File: src/rtl/uart_tx_unit_if.sv
`default_nettype none
// ---------------------------------------------------------------------------
// uart_tx_unit_if : request/line signal bundle of the UART transmitter
// Revision 1.0
// ---------------------------------------------------------------------------
interface uart_tx_unit_if;
   logic       send;
   logic [7:0] data_in;
   logic [1:0] parity_type;
   logic [1:0] baud_rate;
   logic       data_tx;
   logic       busy;
   logic       done;

   modport master (
      output send, data_in, parity_type, baud_rate,
      input  data_tx, busy, done
   );

   modport slave (
      input  send, data_in, parity_type, baud_rate,
      output data_tx, busy, done
   );
endinterface
`default_nettype wire

File: src/rtl/uart_tx_unit.sv
`default_nettype none
// ---------------------------------------------------------------------------
// uart_tx_unit : 8-bit UART transmitter, optional odd/even parity, 4 baud rates
// Revision 1.0
// ---------------------------------------------------------------------------
module uart_tx_unit #(
   parameter int CLK_FREQ = 50_000_000
) (
   input  logic          clock,
   input  logic          reset_n,
   uart_tx_unit_if.slave bus
);

   localparam logic [14:0] DIV_2400  = 15'((CLK_FREQ + 1200) / 2400);
   localparam logic [14:0] DIV_4800  = 15'((CLK_FREQ + 2400) / 4800);
   localparam logic [14:0] DIV_9600  = 15'((CLK_FREQ + 4800) / 9600);
   localparam logic [14:0] DIV_19200 = 15'((CLK_FREQ + 9600) / 19200);

   typedef enum logic [2:0] {
      IDLE   = 3'd0,
      START  = 3'd1,
      DATA   = 3'd2,
      PARITY = 3'd3,
      STOP   = 3'd4
   } state_t;

   state_t      r_state;
   logic        r_tx;
   logic        r_busy;
   logic        r_done;
   logic [7:0]  r_data;
   logic [1:0]  r_par;
   logic [14:0] r_div;
   logic [14:0] r_cnt;
   logic [2:0]  r_bit;

   logic [14:0] w_div;
   logic        w_bit_end;
   logic        w_par_en;
   logic        w_par_bit;

   always_comb begin
      w_div = DIV_2400;
      case (bus.baud_rate)
         2'b00:   w_div = DIV_2400;
         2'b01:   w_div = DIV_4800;
         2'b10:   w_div = DIV_9600;
         default: w_div = DIV_19200;
      endcase
   end

   // Counter runs 0..N-1 and reloads at every bit boundary, so bits never drift
   assign w_bit_end = (r_cnt == (r_div - 15'd1));
   assign w_par_en  = (r_par == 2'b01) || (r_par == 2'b10);
   assign w_par_bit = (r_par == 2'b01) ? ~^r_data : ^r_data;

   always_ff @(posedge clock or negedge reset_n) begin
      if (!reset_n) begin
         r_state <= IDLE;
         r_tx    <= 1'b1;
         r_busy  <= 1'b0;
         r_done  <= 1'b0;
         r_data  <= 8'd0;
         r_par   <= 2'd0;
         r_div   <= 15'd0;
         r_cnt   <= 15'd0;
         r_bit   <= 3'd0;
      end else begin
         r_done <= 1'b0;
         case (r_state)
            IDLE: begin
               r_tx   <= 1'b1;
               r_busy <= 1'b0;
               if (bus.send) begin
                  r_data  <= bus.data_in;
                  r_par   <= bus.parity_type;
                  r_div   <= w_div;
                  r_cnt   <= 15'd0;
                  r_bit   <= 3'd0;
                  r_tx    <= 1'b0;
                  r_busy  <= 1'b1;
                  r_state <= START;
               end
            end
            START: begin
               if (w_bit_end) begin
                  r_cnt   <= 15'd0;
                  r_bit   <= 3'd0;
                  r_tx    <= r_data[0];
                  r_state <= DATA;
               end else begin
                  r_cnt <= r_cnt + 15'd1;
               end
            end
            DATA: begin
               if (w_bit_end) begin
                  r_cnt <= 15'd0;
                  if (r_bit == 3'd7) begin
                     if (w_par_en) begin
                        r_tx    <= w_par_bit;
                        r_state <= PARITY;
                     end else begin
                        r_tx    <= 1'b1;
                        r_state <= STOP;
                     end
                  end else begin
                     r_bit <= r_bit + 3'd1;
                     r_tx  <= r_data[r_bit + 3'd1];
                  end
               end else begin
                  r_cnt <= r_cnt + 15'd1;
               end
            end
            PARITY: begin
               if (w_bit_end) begin
                  r_cnt   <= 15'd0;
                  r_tx    <= 1'b1;
                  r_state <= STOP;
               end else begin
                  r_cnt <= r_cnt + 15'd1;
               end
            end
            STOP: begin
               if (w_bit_end) begin
                  r_cnt   <= 15'd0;
                  r_tx    <= 1'b1;
                  r_busy  <= 1'b0;
                  r_done  <= 1'b1;
                  r_state <= IDLE;
               end else begin
                  r_cnt <= r_cnt + 15'd1;
               end
            end
            default: begin
               r_tx    <= 1'b1;
               r_busy  <= 1'b0;
               r_state <= IDLE;
            end
         endcase
      end
   end

   assign bus.data_tx = r_tx;
   assign bus.busy    = r_busy;
   assign bus.done    = r_done;

endmodule
`default_nettype wire

File: src/flat_wrapper.sv
// flat-port wrapper written by rule: the top's interface ports become plain ports
module uart_tx_unit_flat 
#(
   parameter int CLK_FREQ = 50_000_000
)
  (clock, reset_n, bus_send, bus_data_in, bus_parity_type, bus_baud_rate, bus_data_tx, bus_busy, bus_done);
  uart_tx_unit_if bus_i ();
  input  logic clock;
  input  logic reset_n;
  input wire logic [$bits(bus_i.send)-1:0] bus_send;
  input wire logic [$bits(bus_i.data_in)-1:0] bus_data_in;
  input wire logic [$bits(bus_i.parity_type)-1:0] bus_parity_type;
  input wire logic [$bits(bus_i.baud_rate)-1:0] bus_baud_rate;
  output wire logic [$bits(bus_i.data_tx)-1:0] bus_data_tx;
  output wire logic [$bits(bus_i.busy)-1:0] bus_busy;
  output wire logic [$bits(bus_i.done)-1:0] bus_done;
  assign bus_i.send = bus_send;
  assign bus_i.data_in = bus_data_in;
  assign bus_i.parity_type = bus_parity_type;
  assign bus_i.baud_rate = bus_baud_rate;
  assign bus_data_tx = bus_i.data_tx;
  assign bus_busy = bus_i.busy;
  assign bus_done = bus_i.done;
  uart_tx_unit #(.CLK_FREQ(CLK_FREQ)) u_core (.clock(clock), .reset_n(reset_n), .bus(bus_i));
endmodule
File: config.mk
export PLATFORM = sky130hd
export DESIGN_NAME = uart_tx_unit_flat
export DESIGN_NICKNAME = d
export VERILOG_FILES = /design/src/rtl/uart_tx_unit_if.sv /design/src/rtl/uart_tx_unit.sv /design/src/flat_wrapper.sv
export SDC_FILE = /design/constraint.sdc
export NUM_CORES = 1
export LEC_CHECK = 0
export CORE_ASPECT_RATIO = 0.75
export CORE_MARGIN = 3
export CORE_UTILIZATION = 42
export CTS_BUF_LIST = sky130_fd_sc_hd__clkbuf_8
export CTS_CLUSTER_DIAMETER = 100
export DETAILED_ROUTE_END_ITERATION = 8
export PLACE_DENSITY = 0.68
export SETUP_SLACK_MARGIN = 0.2
export SYNTH_ARGS = -nofsm -noshare
export SYNTH_HDL_FRONTEND = slang
export SYNTH_SLANG_ARGS = --single-unit
File: constraint.sdc
create_clock -name clock -period 3 [get_ports clock]
set_clock_uncertainty 0.05 [all_clocks]
set_input_delay 0.3 -clock clock [delete_from_list [all_inputs] [get_ports clock]]
set_output_delay 0.3 -clock clock [all_outputs]
set_load 0.02 [all_outputs]
==> summary.md, run 1 <==
| Metric | Value |
|---|---|
| Status | `finished clean` |
| Placed cell count | `378` |
| DR DRC count | `0` |
| # hold bufs at CTS | `0` |
| Pre-antenna DRT Iters | `4` |
| RSZ-0062 raised after global routing | `true` |
| First-pass GRT wire length | `roughly 10000 µm` |
| Top_reg_cell synth | `dfrtp_1` |
| Largest buffer count on any clock path | `2` |
| Sequential area share after synthesis | `0.403` |
| Critical Path Sink Type | `flip-flop` |
| CTS Buf Count | `5` |
| Vias | `around 2200` |
| Die Area | `around 7500 µm²` |
| Worst Path Arrival | `between 2 and 3 ns` |
| Most frequent cells in the layout | `dfrtp_1, nand2_1, nand3_1` |
| Average size of a mapped cell | `approximately 9.6 µm²` |
| I/O pin count | `18` |
| HPWL after DPL | `roughly 4300 µm` |
| Largest net degree at the start of global routing | `45` |
| Final wirelength | `about 6000 µm` |
| Core Util, Final | `0.534` |
| Worst vdd ir | `~0.00019 V` |
| Max Cap Viol | `0` |
| Vias/cell | `~5.7` |
| YS warnings | `0` |
| Yosys reg bits | `between 40 and 50` |
| CTS tree | `done` |
| Post-synthesis cell count | `around 290` |
| IO buf count | `17` |
| Slew margin rel. | `0.331` |
| CP max stage cell | `or4_4` |
| GRT Util Overall | `0.162` |
| Area grow syn2layout | `18.5%` |
| Placer Congestion | `between 0.8 and 0.9` |
| Final setup violation count | `0` |
| Root Buffer | `clkbuf_8` |
| Critical-path cell list | `or4_4, o21a_1, or3_4, a2111oi_4, buf_4, nand4_4, or3b_4, mux2i_1` |
| CORE AREA | `6070 µm²` |
| Setup TNS Final | `0 ns` |
| Vias in the first global route | `~2000` |
| Worst setup SP type | `flip-flop` |
| Clock Latency Late Sink | `0.31 ns` |
| Area of the multi-input gates | `between 1500 and 2000 µm²` |
| Routed Antenna Nets | `0` |
| Critical path data required time | `3.14 ns` |
| Number of flops mapped to enable cells by yosys | `0` |
| Final Non-Filler Cells | `390` |
| Post-Syn Nets | `a little over 300` |
| Synthesized area | `approximately 2700 µm²` |
| Nets | `~340` |
| Crit path max fanout | `4` |
| Leakage | `1.40 nW` |
| Fin crit share | `0.935` |
| Height of the die | `75.9 µm` |
| Wirelength per Cell | `15.4 µm` |
| Die width | `slightly below 100 µm` |
| Ratio of cells with drive above 1 in the final layout | `0.192` |
| H-tree depth | `2` |
| Synth cell types | `51` |
| Slew Viols, Final | `0` |
| Crit Path Category | `flip-flop to flip-flop` |
| Fmax achieved | `between 300 and 400 MHz` |
| Fin Hold WS | `roughly 0.11 ns` |
| Clock transition at the registers of the reported paths | `0.09 ns` |
| CTS Sinks | `between 40 and 50` |
| Min-delay worst type | `input pin to async pin` |
| Worst path max stage delay | `between 0.5 and 0.6 ns` |
| Reg area | `~1100 µm²` |
| Most common cell after layout, fill and taps aside | `dfrtp_1` |
| Worst slew pin tran | `1.00 ns` |
| Fillers | `about 540` |
| FFs w/ async S/R, synth | `1.00` |
| Total grt overflow | `0` |
| Initial antenna violation count | `0` |
| Initial Utilization | `0.451` |
| FP Rows | `24` |
| Final Hold Viols | `0` |
| Crit path time final | `approximately 2.8 ns` |
| Antenna Cells | `0` |
| Total power per unit cell area | `340 nW/µm²` |
| Starting DRT DRC Count | `about 130` |
[stage by stage]
stage	power (mW)	worst slack, ns	instance area [µm²]
after floorplan	0.611	0.187	2740
after global placement	0.644	0.261	3030
after detailed placement	0.645	0.164	3030
after CTS	1.12	0.203	3150
after global routing	1.15	0.107	3240
final	1.10	0.194	3240
[critical path: cells and delay by family (launching register included)]
family | cells | cell delay (ns)
DFF | 1 | 0.38
AOI/OAI and AO/OA | 2 | 0.51
buffers and inverters | 1 | 0.20
muxes | 1 | 0.13
and+or+nand+nor | 4 | 1.44
[cell families after synthesis]
family / after synthesis / share of synthesized area
fa+ha+maj: 10 / 0.0457
flops: 44 / 0.403
mux: 26 / 0.112
buf+inv: 25 / 0.0347
xor+xnor: 23 / 0.0736
compound gates: 54 / 0.134
simple gates: 104 / 0.197
[registers in the layout, summed over array words and instances (netlist names)]
name and cells:
u_core.bus.busy 1, u_core.r_par 2, u_core.r_bit 3, u_core.r_cnt 15, u_core.r_div 10, u_core.bus.data_tx 1
u_core.bus.done 1, u_core.r_state 3, u_core.r_data 8
[layout make-up]
class                   count  area share
multi-input cells         217       0.495
flip-flops and latches     44       0.340
repair buffers             31      0.0857
well taps                  78      0.0301
clock buffers               5      0.0212
clock inverters             3      0.0143
inverters                  12      0.0139
[cell usage after synthesis (all sizes together), types with 5 or more instances]
| master | instances | area (µm²) |
|---|---|---|
| dfrtp | 43 | 1080 |
| nand2 | 27 | 101 |
| nand3 | 26 | 130 |
| o21ai | 19 | 95.1 |
| nor2 | 17 | 63.8 |
| xnor2 | 17 | 149 |
| mux2 | 16 | 180 |
| clkbuf | 12 | 45.0 |
| inv | 12 | 45.0 |
| a21oi | 11 | 55.1 |
| ha | 10 | 125 |
| mux2i | 8 | 80.1 |
| and3 | 6 | 38.8 |
| nor4 | 6 | 37.5 |
| xor2 | 6 | 52.6 |
| or3 | 5 | 36.3 |
[power by group]
group	internal (mW)	switching [mW]
clock	0.251	0.221
sequential	0.593	0
combinational	0.0185	0.0204
[per-layer routing]
layer  up-vias  GRT usage  routed length (µm)
met5         -          0                   0
met4         0     0.0205                  27
met3         4     0.0477                 342
met2        44      0.223                2500
met1      1098      0.256                3140
li1       1086          -                   -
[worst paths after layout]
path / startpoint / to / slack [ns] / cells after the start
max in group asynchronous: reset_n / u_core.bus.busy / 2.17 / 1
hold / removal: reset_n / u_core.r_cnt[2] / 0.11 / 1
min in group clock: u_core.r_par[1] / u_core.r_par[1] / 0.47 / 1
setup reg to reg: u_core.r_div[3] / u_core.r_bit[1] / 0.19 / 8
hold reg to reg: u_core.r_par[1] / u_core.r_par[1] / 0.47 / 1
setup / recovery: u_core.r_div[3] / u_core.r_bit[1] / 0.19 / 8
[timing repair]
item | 4_1_cts | 5_1_grt
buffers inserted | 1 | 2
cloned | 0 | 1
gates resized for setup | 0 | 16
pin swaps | 1 | 4
endpoints found under the setup margin | 9 | 16
Power figures use the tool's default switching activity.
==> run 2: changes to the inputs <==
--- a/config.mk
+++ b/config.mk
@@ -7,11 +7,11 @@
 export LEC_CHECK = 0
 export CORE_ASPECT_RATIO = 0.75
 export CORE_MARGIN = 3
-export CORE_UTILIZATION = 42
+export CORE_UTILIZATION = 27
 export CTS_BUF_LIST = sky130_fd_sc_hd__clkbuf_8
 export CTS_CLUSTER_DIAMETER = 100
 export DETAILED_ROUTE_END_ITERATION = 8
-export PLACE_DENSITY = 0.68
+export PLACE_DENSITY = 0.5
 export SETUP_SLACK_MARGIN = 0.2
 export SYNTH_ARGS = -nofsm -noshare
 export SYNTH_HDL_FRONTEND = slang
==> summary.md, run 2 (synthesized netlist as in run 1, its figures left out) <==
| Metric | Value |
|---|---|
| Status | `finished clean` |
| Min-delay worst type | `input pin to async pin` |
| Worst Path Arrival | `3.00 ns (+0.05 ns)` |
| Design Power | `1.28 mW (+16%)` |
| H-tree depth | `2 (unchanged)` |
| Vias | `2202 (-1.3%)` |
| Crit path time final | `2.85 ns (+0.0447 ns)` |
| Die Area | `11400 µm² (+51%)` |
| Core Util, Final | `0.348 (-0.187)` |
| Final setup violation count | `0 (unchanged)` |
| Critical Path Sink Type | `flip-flop` |
| Crit Path Category | `flip-flop to flip-flop` |
| Initial antenna violation count | `0 (unchanged)` |
| Wirelength per Cell | `14.3 µm (-7.0%)` |
| Grt met2 use | `0.151 (-0.0723)` |
| Final wirelength | `6390 µm (+6.4%)` |
| Slew margin rel. | `0.315 (-0.0161)` |
| Vias in the first global route | `2035 (+1.2%)` |
| Starting DRT DRC Count | `204 (+63%)` |
| Most frequent cells in the layout | `dfrtp_1, nand2_1, nand3_1` |
| Root Buffer | `clkbuf_8` |
| Met3 Resource Use GR | `0.0206 (-0.0272)` |
| Final Non-Filler Cells | `446 (+14%)` |
| Clock transition at the registers of the reported paths | `0.09 ns (about the same)` |
| RSZ-0062 raised after global routing | `true` |
| Critical path data required time | `3.15 ns (about the same)` |
| Worst vdd ir | `0.000210 V (+10%)` |
| FP Rows | `31 (+29%)` |
| Total grt overflow | `0 (unchanged)` |
| Busiest grt layer | `met1` |
| Most common cell after layout, fill and taps aside | `dfrtp_1` |
| Worst slew pin tran | `1.03 ns (+0.0242 ns)` |
| Leakage | `1.45 nW (+3.8%)` |
| Fin crit share | `0.950 (+0.0149)` |
| Area grow syn2layout | `24.3%` |
| Top Registers | `u_core.r_cnt (15), u_core.r_div (10), u_core.r_data (8)` |
| Routed Antenna Nets | `0 (unchanged)` |
| DR DRC count | `0 (unchanged)` |
| I/O pin count | `18 (unchanged)` |
| IO buf count | `17 (unchanged)` |
| Antenna Cells | `0 (unchanged)` |
| Nets | `338 (+0.60%)` |
| Vias/cell | `4.94 (-14%)` |
| GRT met1 Usage | `0.190 (-0.0653)` |
| CTS Buf Count | `5 (unchanged)` |
| Placer Congestion | `0.782 (-4.9%)` |
| Clock Latency Late Sink | `0.30 ns (about the same)` |
| Max Cap Viol | `0 (unchanged)` |
| CTS tree | `done` |
| # hold bufs at CTS | `0 (unchanged)` |
| Largest net degree at the start of global routing | `45 (unchanged)` |
| Die width | `122 µm (+23%)` |
| GRT Util Overall | `0.117 (-0.0454)` |
| Reg with most FFs | `u_core.r_cnt` |
| HPWL after DPL | `4450 µm (+3.1%)` |
| Height of the die | `93.2 µm (+23%)` |
| Max reg flops | `15 (unchanged)` |
| Final Hold Viols | `0 (unchanged)` |
| CORE AREA | `9770 µm² (+61%)` |
| Setup TNS Final | `0 ns (unchanged)` |
| Pre-antenna DRT Iters | `4 (unchanged)` |
| First-pass GRT wire length | `10700 µm (+6.9%)` |
| Slew Viols, Final | `0 (unchanged)` |
| Ratio of cells with drive above 1 in the final layout | `0.217 (+0.0243)` |
| Crit path max fanout | `3 (-1)` |
| Worst setup SP type | `flip-flop` |
| Total power per unit cell area | `375 nW/µm² (+10%)` |
| Placed cell count | `434 (+15%)` |
| CTS Sinks | `44 (unchanged)` |
| Largest buffer count on any clock path | `2 (unchanged)` |
| Initial Utilization | `0.280 (-0.171)` |
| Fmax achieved | `351 MHz (-1.6%)` |
==> run 2: changes by cell type in the layout (fill, tap and decap cells not counted), moves of 2 or more <==
cell / change
o21ai_1: +2
o21ai_0: -2
nand3_1: -4
nand3_2: +4
a21oi_2: +3
bufinv_16: +2
a21oi_1: -3
==> run 2: path summary, 6_finish.rpt <==
path	endpoint	depth (start not counted)	slack, ns	startpoint
worst max-delay path	u_core.r_bit[2]	8	0.15	u_core.r_div[9]
worst min-delay path	u_core.r_state[2]	1	0.12	reset_n
worst max register to register	u_core.r_bit[2]	8	0.15	u_core.r_div[9]
worst min register to register	u_core.r_par[1]	1	0.46	u_core.r_par[1]
max in group asynchronous	u_core.r_par[0]	1	2.15	reset_n
min in group clock	u_core.r_par[1]	1	0.46	u_core.r_par[1]
==> run 2: power by group <==
group          switching (mW)  total (mW)  internal, mW
combinational          0.0211      0.0398        0.0187
sequential                  0       0.593         0.593
clock                   0.227       0.644         0.417
total                   0.248        1.28          1.03
==> run 2: final cells by class <==
type,count,area [µm²]
inverters,12,45.0
repair buffers,33,297
clock inverters,3,90.1
clock buffers,5,68.8
flip-flops and latches,44,1100
multi-input cells,217,1630
fillers,1020,6370
well taps,132,165
==> run 2: critical path: stages (launching register included) <==
cell	delay, ns
dfrtp_1	0.38
or4_4	0.57
a2111oi_4	0.37
o21ai_2	0.12
a2111oi_4	0.38
buf_4	0.19
nand4_4	0.09
or3b_4	0.45
mux2i_1	0.13
==> run 2: timing repair <==
| item | in CTS | in global routing |
|---|---|---|
| pin swaps | 4 | 9 |
| gates resized for setup | 13 | 12 |
| endpoints found under the setup margin | 13 | 20 |
| setup buffers | 3 | 0 |
| cloned | 1 | 0 |
==> run 2: per-stage QoR <==
| stage | setup slack, ns | hold slack (ns) | cell area, µm² |
|---|---|---|---|
| 6_report | 0.149 | 0.119 | 3400 |
| 5_1_grt | 0.0294 | 0.195 | 3400 |
| 4_1_cts | 0.136 | 0.159 | 3340 |
| 3_5_place_dp | 0.108 | 0.452 | 3110 |
| 3_3_place_gp | 0.154 | 0.446 | 3110 |
| 2_1_floorplan | 0.187 | -0.0456 | 2740 |
==> run 2: routing by layer <==
layer	vias to the layer above	wire length [µm]
met3	5	215
met2	39	2540
li1	1079	-
met1	1079	3560
met5	-	0
met4	0	75
==> run 3: changes to the inputs <==
--- a/config.mk
+++ b/config.mk
@@ -12,7 +12,8 @@
 export CTS_CLUSTER_DIAMETER = 100
 export DETAILED_ROUTE_END_ITERATION = 8
 export PLACE_DENSITY = 0.5
-export SETUP_SLACK_MARGIN = 0.2
+export SETUP_SLACK_MARGIN = 0.5
 export SYNTH_ARGS = -nofsm -noshare
 export SYNTH_HDL_FRONTEND = slang
 export SYNTH_SLANG_ARGS = --single-unit
+export TNS_END_PERCENT = 5
==> summary.md, run 3 (synthesized netlist as in run 1, its figures left out) <==
| Metric | Value |
|---|---|
| Root Buffer | `clkbuf_8` |
| Placer Congestion | `0.782 (unchanged)` |
| Worst vdd ir | `0.000210 V (-0.12%)` |
| Design Power | `1.28 mW (about the same)` |
| HPWL after DPL | `4450 µm (unchanged)` |
| Max Cap Viol | `0 (unchanged)` |
| Reg area | `1100 µm² (unchanged)` |
| Area of the multi-input gates | `1560 µm² (-4.4%)` |
| Die Area | `11400 µm² (unchanged)` |
| RSZ-0062 raised after global routing | `true` |
| Reg with most FFs | `u_core.r_cnt` |
| Total grt overflow | `0 (unchanged)` |
| Max reg flops | `15 (unchanged)` |
| Height of the die | `93.2 µm (unchanged)` |
| Final setup violation count | `0 (unchanged)` |
| Reg2Reg Setup Slack | `0.13 ns (-0.02 ns)` |
| H-tree depth | `2 (unchanged)` |
| Wirelength per Cell | `14.1 µm (-1.8%)` |
| Fmax achieved | `348 MHz (-0.78%)` |
| Routed Antenna Nets | `0 (unchanged)` |
| Initial Utilization | `0.280 (unchanged)` |
| Vias in the first global route | `1997 (-1.9%)` |
| Crit path time final | `2.87 ns (+0.0224 ns)` |
| CTS Sinks | `44 (unchanged)` |
| Area post-placement | `3110 µm² (unchanged)` |
| Nets | `335 (-0.89%)` |
| Setup TNS Final | `0 ns (unchanged)` |
| Most common cell after layout, fill and taps aside | `dfrtp_1` |
| IO buf count | `17 (unchanged)` |
| Starting DRT DRC Count | `155 (-24%)` |
| FP Rows | `31 (unchanged)` |
| Vias/cell | `4.91 (-0.51%)` |
| Initial antenna violation count | `0 (unchanged)` |
| CORE AREA | `9770 µm² (unchanged)` |
| Final Hold Viols | `0 (unchanged)` |
| Largest buffer count on any clock path | `2 (unchanged)` |
| Ratio of cells with drive above 1 in the final layout | `0.167 (-0.0494)` |
| Crit path max fanout | `3 (unchanged)` |
| Slew margin rel. | `0.308 (-0.00727)` |
| Grt met2 use | `0.145 (-0.00549)` |
| Fin crit share | `0.958 (+0.00748)` |
| Area grow syn2layout | `20.4%` |
| I/O pin count | `18 (unchanged)` |
| CTS Buf Count | `5 (unchanged)` |
| Pre-antenna DRT Iters | `4 (unchanged)` |
| Post-layout instance area | `3300 µm² (-3.1%)` |
| Fillers | `1033 (+1.3%)` |
| Worst Path Arrival | `3.02 ns (+0.02 ns)` |
| First-pass GRT wire length | `10400 µm (-2.8%)` |
| Clock Latency Late Sink | `0.30 ns (about the same)` |
| # hold bufs at CTS | `0 (unchanged)` |
| Most frequent cells in the layout | `dfrtp_1, nand2_1, nand3_1` |
| Leakage | `1.41 nW (-3.1%)` |
| Largest net degree at the start of global routing | `45 (unchanged)` |
| CTS tree | `done` |
| Critical path data required time | `3.15 ns (about the same)` |
| GRT Util Overall | `0.113 (-0.00334)` |
| Status | `finished clean` |
| Final wirelength | `6240 µm (-2.5%)` |
| Slew Viols, Final | `0 (unchanged)` |
| Worst slew pin tran | `1.04 ns (+0.0109 ns)` |
| GRT met1 Usage | `0.185 (-0.00526)` |
| Antenna Cells | `0 (unchanged)` |
| Met3 Resource Use GR | `0.0206 (unchanged)` |
| Min-delay worst type | `input pin to async pin` |
| Vias | `2176 (-1.2%)` |
| Worst setup SP type | `flip-flop` |
| Die width | `122 µm (unchanged)` |
| Critical Path Sink Type | `flip-flop` |
| DR DRC count | `0 (unchanged)` |
| Top Registers | `u_core.r_cnt (15), u_core.r_div (10), u_core.r_data (8)` |
| Busiest grt layer | `met1` |
| Clock transition at the registers of the reported paths | `0.09 ns (about the same)` |
| Crit Path Category | `flip-flop to flip-flop` |
| Total power per unit cell area | `387 nW/µm² (+3.2%)` |
| Fin Hold WS | `0.121 ns (+0.00218 ns)` |
[run 3: final timing paths]
path                                      start           endpoint  depth (start not counted)
worst max-delay path            u_core.r_div[0]    u_core.r_bit[2]                          8
worst min-delay path                    reset_n  u_core.r_state[2]                          1
worst max register to register  u_core.r_div[0]    u_core.r_bit[2]                          8
worst min register to register  u_core.r_par[1]    u_core.r_par[1]                          1
max in group asynchronous               reset_n    u_core.r_cnt[0]                          1
min in group clock              u_core.r_par[1]    u_core.r_par[1]                          1
[run 3: area by class of cell]
type	instances	share of cell area
Multi-Input combinational cell	217	0.474
Sequential cell	44	0.334
Timing Repair Buffer	30	0.0797
Tap cell	132	0.0501
Clock inverter	3	0.0273
Clock buffer	5	0.0209
Inverter	12	0.0137
[run 3: stage by stage]
step | std cells | util | setup slack [ns]
CTS | 443 | 0.336 | 0.105
finish | 443 | 0.337 | 0.127
global placement | 434 | 0.318 | 0.154
detailed placement | 434 | 0.318 | 0.108
global route | 443 | 0.337 | 0.00175
floorplan | 286 | - | 0.187
[run 3: power by group]
group	switching (mW)	internal, mW
clock network	0.227	0.417
registers	0	0.593
logic	0.0212	0.0187
[run 3: metal layers]
metal  part of all wire  vias up  wire length [µm]
met5                  0        -                 0
met4              0.012        0                77
met3              0.029        5               182
met2               0.40       36              2470
met1               0.56     1057              3510
li1                   -     1078                 -
[run 3: worst max-delay path: stages, from the launching register on]
cell and delay [ns]:
dfrtp_1 0.40, or4_4 0.58, a2111oi_4 0.37, o21ai_2 0.12, a2111oi_4 0.41, buf_4 0.19, nand4_4 0.09, or3b_4 0.43
mux2i_1 0.13
[run 3: what timing repair did]
item                                    CTS  global route
resized for setup                         0             2
pin swaps                                 1             2
setup buffers                             1             0
endpoints found under the setup margin   24            24
